$ cat src/rtl/mc_ctrl_pkg.sv
// Shared encodings and control-word layout for the multicycle MIPS controller.
package mc_ctrl_pkg;

  localparam int unsigned OP_W    = 6;
  localparam int unsigned SEL_W   = 2;
  localparam int unsigned STATE_W = 4;

  typedef enum logic [STATE_W-1:0] {
    FETCH   = 4'd0,
    DECODE  = 4'd1,
    MEMADR  = 4'd2,
    MEMRD   = 4'd3,
    MEMWB   = 4'd4,
    MEMWR   = 4'd5,
    RTYPEEX = 4'd6,
    RTYPEWB = 4'd7,
    BEQEX   = 4'd8,
    ADDIEX  = 4'd9,
    ADDIWB  = 4'd10,
    JEX     = 4'd11
  } statetype_t;

  localparam logic [OP_W-1:0] OP_LW    = 6'b100011;
  localparam logic [OP_W-1:0] OP_SW    = 6'b101011;
  localparam logic [OP_W-1:0] OP_RTYPE = 6'b000000;
  localparam logic [OP_W-1:0] OP_BEQ   = 6'b000100;
  localparam logic [OP_W-1:0] OP_ADDI  = 6'b001000;
  localparam logic [OP_W-1:0] OP_J     = 6'b000010;

  localparam logic [SEL_W-1:0] ALUOP_ADD   = 2'b00;
  localparam logic [SEL_W-1:0] ALUOP_SUB   = 2'b01;
  localparam logic [SEL_W-1:0] ALUOP_FUNCT = 2'b10;

  localparam logic [SEL_W-1:0] ALUSRCB_B     = 2'b00;
  localparam logic [SEL_W-1:0] ALUSRCB_FOUR  = 2'b01;
  localparam logic [SEL_W-1:0] ALUSRCB_IMM   = 2'b10;
  localparam logic [SEL_W-1:0] ALUSRCB_IMMSH = 2'b11;

  localparam logic [SEL_W-1:0] PCSRC_ALURES = 2'b00;
  localparam logic [SEL_W-1:0] PCSRC_ALUOUT = 2'b01;
  localparam logic [SEL_W-1:0] PCSRC_JUMP   = 2'b10;

  // Full control word driven toward the datapath each cycle.
  typedef struct packed {
    logic             pcwrite;
    logic             branch;
    logic             iord;
    logic             memwrite;
    logic             irwrite;
    logic             regdst;
    logic             memtoreg;
    logic             regwrite;
    logic             alusrca;
    logic [SEL_W-1:0] alusrcb;
    logic [SEL_W-1:0] pcsrc;
    logic [SEL_W-1:0] aluop;
    logic             retire;
    logic             illegal;
  } ctrl_t;

  // True for every opcode this controller knows how to execute.
  function automatic logic op_legal(input logic [OP_W-1:0] op);
    return (op == OP_LW) || (op == OP_SW) || (op == OP_RTYPE) ||
           (op == OP_BEQ) || (op == OP_ADDI) || (op == OP_J);
  endfunction

endpackage

$ cat src/rtl/mc_ctrl_outdec.sv
// Control-word decoder: current state (plus memory handshake) to datapath controls.
module mc_ctrl_outdec
  import mc_ctrl_pkg::*;
(
  input  statetype_t        state,
  input  logic              mem_ready,
  input  logic [OP_W-1:0]   op,
  output ctrl_t             ctrl
);

  // Per-state control decode; anything not set stays 0, unencoded states drive all 0.
  always_comb begin
    ctrl = '0;
    case (state)
      FETCH: begin
        ctrl.alusrcb = ALUSRCB_FOUR;
        ctrl.irwrite = mem_ready;
        ctrl.pcwrite = mem_ready;
      end
      DECODE: begin
        ctrl.alusrcb = ALUSRCB_IMMSH;
        ctrl.illegal = ~op_legal(op);
      end
      MEMADR: begin
        ctrl.alusrca = 1'b1;
        ctrl.alusrcb = ALUSRCB_IMM;
      end
      MEMRD: begin
        ctrl.iord = 1'b1;
      end
      MEMWB: begin
        ctrl.memtoreg = 1'b1;
        ctrl.regwrite = 1'b1;
        ctrl.retire   = 1'b1;
      end
      MEMWR: begin
        ctrl.iord     = 1'b1;
        ctrl.memwrite = 1'b1;
        ctrl.retire   = mem_ready;
      end
      RTYPEEX: begin
        ctrl.alusrca = 1'b1;
        ctrl.aluop   = ALUOP_FUNCT;
      end
      RTYPEWB: begin
        ctrl.regdst   = 1'b1;
        ctrl.regwrite = 1'b1;
        ctrl.retire   = 1'b1;
      end
      BEQEX: begin
        ctrl.alusrca = 1'b1;
        ctrl.aluop   = ALUOP_SUB;
        ctrl.pcsrc   = PCSRC_ALUOUT;
        ctrl.branch  = 1'b1;
        ctrl.retire  = 1'b1;
      end
      ADDIEX: begin
        ctrl.alusrca = 1'b1;
        ctrl.alusrcb = ALUSRCB_IMM;
      end
      ADDIWB: begin
        ctrl.regwrite = 1'b1;
        ctrl.retire   = 1'b1;
      end
      JEX: begin
        ctrl.pcsrc   = PCSRC_JUMP;
        ctrl.pcwrite = 1'b1;
        ctrl.retire  = 1'b1;
      end
      default: ctrl = '0;
    endcase
  end

endmodule

$ cat src/rtl/mc_ctrl_fsm.sv
// Multicycle MIPS main controller: state sequencing, memory wait, retired-instruction count.
module mc_ctrl_fsm
  import mc_ctrl_pkg::*;
#(
  parameter bit          WAIT_EN = 1'b1,
  parameter int unsigned CNT_W   = 32
) (
  input  logic             clk,
  input  logic             reset,
  input  logic [OP_W-1:0]  op,
  input  logic             mem_ready,
  output logic             pcwrite,
  output logic             branch,
  output logic             iord,
  output logic             memwrite,
  output logic             irwrite,
  output logic             regdst,
  output logic             memtoreg,
  output logic             regwrite,
  output logic             alusrca,
  output logic [SEL_W-1:0] alusrcb,
  output logic [SEL_W-1:0] pcsrc,
  output logic [SEL_W-1:0] aluop,
  output logic             retire,
  output logic             illegal,
  output logic [CNT_W-1:0] instret
);

  statetype_t state;
  statetype_t state_n;
  ctrl_t      ctrl;
  logic       mem_rdy_eff;

  assign mem_rdy_eff = WAIT_EN ? mem_ready : 1'b1;

  // State register; reset aborts any instruction in flight.
  always_ff @(posedge clk) begin
    if (reset) state <= FETCH;
    else       state <= state_n;
  end

  // Next-state sequencing; op is only consulted while the IR is stable.
  always_comb begin
    state_n = state;
    case (state)
      FETCH:   if (mem_rdy_eff) state_n = DECODE;
      DECODE: begin
        case (op)
          OP_LW, OP_SW: state_n = MEMADR;
          OP_RTYPE:     state_n = RTYPEEX;
          OP_BEQ:       state_n = BEQEX;
          OP_ADDI:      state_n = ADDIEX;
          OP_J:         state_n = JEX;
          default:      state_n = FETCH;
        endcase
      end
      MEMADR:  state_n = (op == OP_SW) ? MEMWR : MEMRD;
      MEMRD:   if (mem_rdy_eff) state_n = MEMWB;
      MEMWB:   state_n = FETCH;
      MEMWR:   if (mem_rdy_eff) state_n = FETCH;
      RTYPEEX: state_n = RTYPEWB;
      RTYPEWB: state_n = FETCH;
      BEQEX:   state_n = FETCH;
      ADDIEX:  state_n = ADDIWB;
      ADDIWB:  state_n = FETCH;
      JEX:     state_n = FETCH;
      default: state_n = FETCH;
    endcase
  end

  mc_ctrl_outdec u_outdec (
    .state     (state),
    .mem_ready (mem_rdy_eff),
    .op        (op),
    .ctrl      (ctrl)
  );

  // Retired-instruction counter; wraps naturally, reset wins over increment.
  always_ff @(posedge clk) begin
    if (reset)            instret <= '0;
    else if (ctrl.retire) instret <= instret + CNT_W'(1);
  end

  assign pcwrite  = ctrl.pcwrite;
  assign branch   = ctrl.branch;
  assign iord     = ctrl.iord;
  assign memwrite = ctrl.memwrite;
  assign irwrite  = ctrl.irwrite;
  assign regdst   = ctrl.regdst;
  assign memtoreg = ctrl.memtoreg;
  assign regwrite = ctrl.regwrite;
  assign alusrca  = ctrl.alusrca;
  assign alusrcb  = ctrl.alusrcb;
  assign pcsrc    = ctrl.pcsrc;
  assign aluop    = ctrl.aluop;
  assign retire   = ctrl.retire;
  assign illegal  = ctrl.illegal;

endmodule

$ cat config.mk
export PLATFORM = sky130hd
export DESIGN_NAME = mc_ctrl_fsm
export DESIGN_NICKNAME = d
export VERILOG_FILES = /design/src/rtl/mc_ctrl_pkg.sv /design/src/rtl/mc_ctrl_outdec.sv /design/src/rtl/mc_ctrl_fsm.sv
export SDC_FILE = /design/constraint.sdc
export NUM_CORES = 1
export LEC_CHECK = 0
export ABC_AREA = 1
export CELL_PAD_IN_SITES_DETAIL_PLACEMENT = 0
export CELL_PAD_IN_SITES_GLOBAL_PLACEMENT = 1
export CORE_MARGIN = 2
export CORE_UTILIZATION = 33
export CTS_CLUSTER_SIZE = 12
export DETAILED_ROUTE_END_ITERATION = 8
export GPL_ROUTABILITY_DRIVEN = 1
export HOLD_SLACK_MARGIN = 0.15
export PLACE_DENSITY = 0.77
export SLEW_MARGIN = 20
export SYNTH_ARGS = -nofsm -noshare
export SYNTH_HDL_FRONTEND = slang
export SYNTH_SLANG_ARGS = --single-unit
$ cat constraint.sdc
create_clock -name clk -period 1.63 [get_ports clk]
set_input_delay 0.2445 -clock clk [delete_from_list [all_inputs] [get_ports clk]]
set_output_delay 0.2445 -clock clk [all_outputs]
set_load 0.02 [all_outputs]
==> results.cfg, run 1 <==
[outcome]
outcome = finished, violations left
failing_checks = setup timing

[timing]
hold_violations = 0
timing.clock.skew_ns = 0.0103
final-max-slew-violation-count = 0
maxClockFrequency_ghz = 0.573
fin_crit_sh_pct = 107
grt_setup_unrepaired = true
finalCriticalPeriod_ns = 1.74
pin_slew_with_the_least_headroom_to_its_limit_ns = 0.378
setup_violations = 18
worst_slew_margin_rel_pct = 74.6
whs_ns = 0.514
timing.setup.tns_ns = -0.544
layout_setup_ws_ns = -0.114

[global_route]
grt_start_max_net_pins = 20
global_route_wire_length_before_repair_um = 13400
antenna_found_initial = 0
gr-usage-all-layers_pct = 19.9
via_count_of_the_first_global_routing_pass = 2823
grt_ovf = 0

[placement]
preCtsSetupSlack_ns = -0.419
place_hpwl_um = 5820
final_weighted_congestion_in_routability_driven_placement = 0.857
placement.io_buffers = 57

[critical_path]
arrival_ns = 1.50
critical_path.n_buffers_inverters = 4
most_common_cell_type_on_the_critical_path = sky130_fd_sc_hd__buf_6
timing.rr.end = instret[20]$_SDFFE_PP0P_
timing.reg2reg.setup_slack_ns = -0.03
worst-path-max-fanout = 4
critPathTopFamily = simple AND/OR/NAND/NOR gates
worstPathRequired_ns = 1.39
crit_chain = inv_2 > buf_6 > nor2_4 > nand2_2 > nand2_2 > nor2_4 > buf_6 > nand2_8 > buf_6
crit_path_start_kind = register
worstReg2RegStart = state[2]$_SDFFE_PP0P_
critical_path.endpoint_type = primary output
cp_slowest_cell = sky130_fd_sc_hd__dfxtp_2
reg2reg_depth = 13
timing.setup.critical_path_class = register to primary output
timing.critical_path.slowest_cell_delay_ns = 0.34

[logic_synthesis]
ys_async_sr_fraction_pct = 0
ys.warnings.count = 0
synth_simple_gate_area_share_pct = 50.2
netlist-cell-type-count = 25
synth-edff-count = 0
synth-xor-area-share_pct = 1.08
post_synthesis_compound_gate_area_fraction_pct = 6.66
synth_cells = 429
sequential_share_of_the_synthesized_area_pct = 29.5
ys_ff_latch = 36
yosys-mux-area-fraction_pct = 0
synth-adder-area-share_pct = 0.513
postSynthNetCount = 439
mappedNetlistArea_mm2 = 0.00244
avgSynthCellArea_um2 = 5.69
synth_top_family_by_area = simple AND/OR/NAND/NOR gates
synthFlopType = sky130_fd_sc_hd__dfxtp_1

[route]
antenna_violating_nets_post_route = 0
total_length_of_routed_wires_um = 7860
drt-vias-per-instance = 4.56
wl_met3_um = 430
detail_route.drc_violations = 0
detailroute.wirelength.met2_um = 3670
vias = 2913
drt_iter0_drc = 138
dr.max_layer_used = met4
drt_pre_antenna_iters = 4
detail_route.wirelength.met1_um = 3690
wl_per_cell_um = 12.3

[worst_hold_path]
hold_start = instret[13]$_SDFFE_PP0P_
min_path_type = register to register
worst_hold_path.endpoint = instret[13]$_SDFFE_PP0P_
min_path_cells = 2

[layout]
antennaDiodeCount = 0
final_nets = 549
end_of_flow_core_utilization_pct = 51.7
syn_to_final_growth_pct = 52.7
final_layout_size_suffix_gt1_share_pct = 21.9

[clocking]
cts_inserted_buffers = 5
cts_hold_buf = 0
clk_pin_slew_worst_paths_ns = 0.09
h-tree-depth = 2
cts_tree = yes
clock_path_buffers = 2
worst_skew_pair.late_latency_ns = 0.30
clock-root-buffer = sky130_fd_sc_hd__clkbuf_8
cts.sinks = 36

[floorplan]
fp-row-count = 31
die-height_um = 90.0
initial_utilization_pct = 33.8
io_pins = 58
core-area_mm2 = 0.00721
die_area_mm2 = 0.00810
dieWidth_um = 90.0

[pwr]
powerDensity_mw_per_mm2 = 518
power.ir.vdd_worst_mv = 0.251
power_leakage_nw = 1.90
report.power.total_mw = 1.93

[job]
drv_cap = 0
==> synthesized netlist by cell type (2+ instances only) <==
| master | number | area (µm²) |
|---|---|---|
| sky130_fd_sc_hd__a21oi_1 | 27 | 135 |
| sky130_fd_sc_hd__buf_4 | 5 | 37.5 |
| sky130_fd_sc_hd__buf_6 | 3 | 33.8 |
| sky130_fd_sc_hd__clkbuf_1 | 2 | 7.51 |
| sky130_fd_sc_hd__dfxtp_1 | 36 | 721 |
| sky130_fd_sc_hd__inv_1 | 53 | 199 |
| sky130_fd_sc_hd__inv_2 | 2 | 7.51 |
| sky130_fd_sc_hd__nand2_1 | 144 | 541 |
| sky130_fd_sc_hd__nand3_1 | 38 | 190 |
| sky130_fd_sc_hd__nand4_1 | 11 | 68.8 |
| sky130_fd_sc_hd__nor2_1 | 75 | 282 |
| sky130_fd_sc_hd__nor2_2 | 9 | 56.3 |
| sky130_fd_sc_hd__nor3_1 | 7 | 35.0 |
| sky130_fd_sc_hd__o21ai_0 | 4 | 20.0 |
| sky130_fd_sc_hd__xor2_1 | 3 | 26.3 |
==> per-layer routing <==
layer | track usage (%) | vias to the layer above
li1 | - | 1559
met1 | 25.9 | 1274
met2 | 34.2 | 72
met3 | 3.69 | 8
met4 | 4.23 | 0
met5 | 0 | -
==> power breakdown <==
part           internal [mW]  total (mW)  switching, mW
registers              0.883       0.888        0.00463
clock network          0.453       0.828          0.375
logic                  0.101       0.216          0.115
==> worst max path at each step <==
stage | cells past startpoint | slack [ns] | from | to
finish | 9 | -0.11 | state[2]$_SDFFE_PP0P_ | retire
global route | 9 | -0.20 | state[2]$_SDFFE_PP0P_ | retire
CTS | 9 | -0.11 | state[2]$_SDFFE_PP0P_ | retire
detailed placement | 8 | -0.42 | op[5] | illegal
global placement | 8 | -0.42 | op[0] | illegal
floorplan | 8 | 0.01 | instret[0]$_SDFFE_PP0P_ | instret[28]$_SDFFE_PP0P_
==> through the flow <==
stage,std cells,instance area [µm²]
final,639,3730
after global routing,639,3730
after CTS,635,3580
after detailed placement,623,3440
after global placement,623,3440
after floorplan,429,2440
==> final cells by class <==
class	instances	area (µm²)
Clock inverter	3	42.5
Multi-Input combinational cell	326	1500
Tap cell	99	124
Inverter	56	210
Sequential cell	36	723
Clock buffer	5	68.8
Timing Repair Buffer	114	1060
Fill cell	797	3490
==> cell usage in the layout, fill, tap and decap left out, types with 4 or more instances in the layout <==
cell	n
sky130_fd_sc_hd__nand2_1	141
sky130_fd_sc_hd__nor2_1	71
sky130_fd_sc_hd__buf_4	52
sky130_fd_sc_hd__inv_1	47
sky130_fd_sc_hd__nand3_1	35
sky130_fd_sc_hd__dfxtp_1	34
sky130_fd_sc_hd__a21oi_1	27
sky130_fd_sc_hd__clkdlybuf4s50_1	19
sky130_fd_sc_hd__dlymetal6s2s_1	13
sky130_fd_sc_hd__nand4_1	11
sky130_fd_sc_hd__nor2_2	9
sky130_fd_sc_hd__buf_6	9
sky130_fd_sc_hd__inv_2	8
sky130_fd_sc_hd__dlygate4sd2_1	8
sky130_fd_sc_hd__buf_2	6
sky130_fd_sc_hd__nor2_4	5
sky130_fd_sc_hd__nor3_1	5
sky130_fd_sc_hd__clkbuf_8	5
sky130_fd_sc_hd__nand2_2	4
sky130_fd_sc_hd__nand3_2	4
==> registers in the layout (all words and copies together), names as in the netlist <==
register,cells
instret,32
state,4
==> worst min-delay path: stages (launching register included) <==
cell and delay (ns):
sky130_fd_sc_hd__dfxtp_1 0.34, sky130_fd_sc_hd__nand2_1 0.07, sky130_fd_sc_hd__a21oi_1 0.06
==> repair_timing <==
action | in CTS | in global routing
setup buffers | 3 | 3
endpoints found under the hold margin | 0 | 0
pin swaps | 4 | 5
endpoints found under the setup margin | 46 | 58
gates cloned | 1 | 1
resized for setup | 85 | 42
==> cells by family (layout without fill, tap and decap cells) <==
group                    after synthesis  after routing
AO/OA/AOI/OAI                         32             32
adder cells (fa/ha/maj)                1              1
buffers and inverters                 67            178
XOR/XNOR                               3              3
AND/OR/NAND/NOR                      290            290
flip-flops                            36             36
(Power assumes the default switching activity.)
==> inputs of run 2 (changes only) <==
- CTS_CLUSTER_SIZE: 12 -> not set
==> results of run 2 <==
No change in the layout: final DEF, timing and power equal those of run 1.
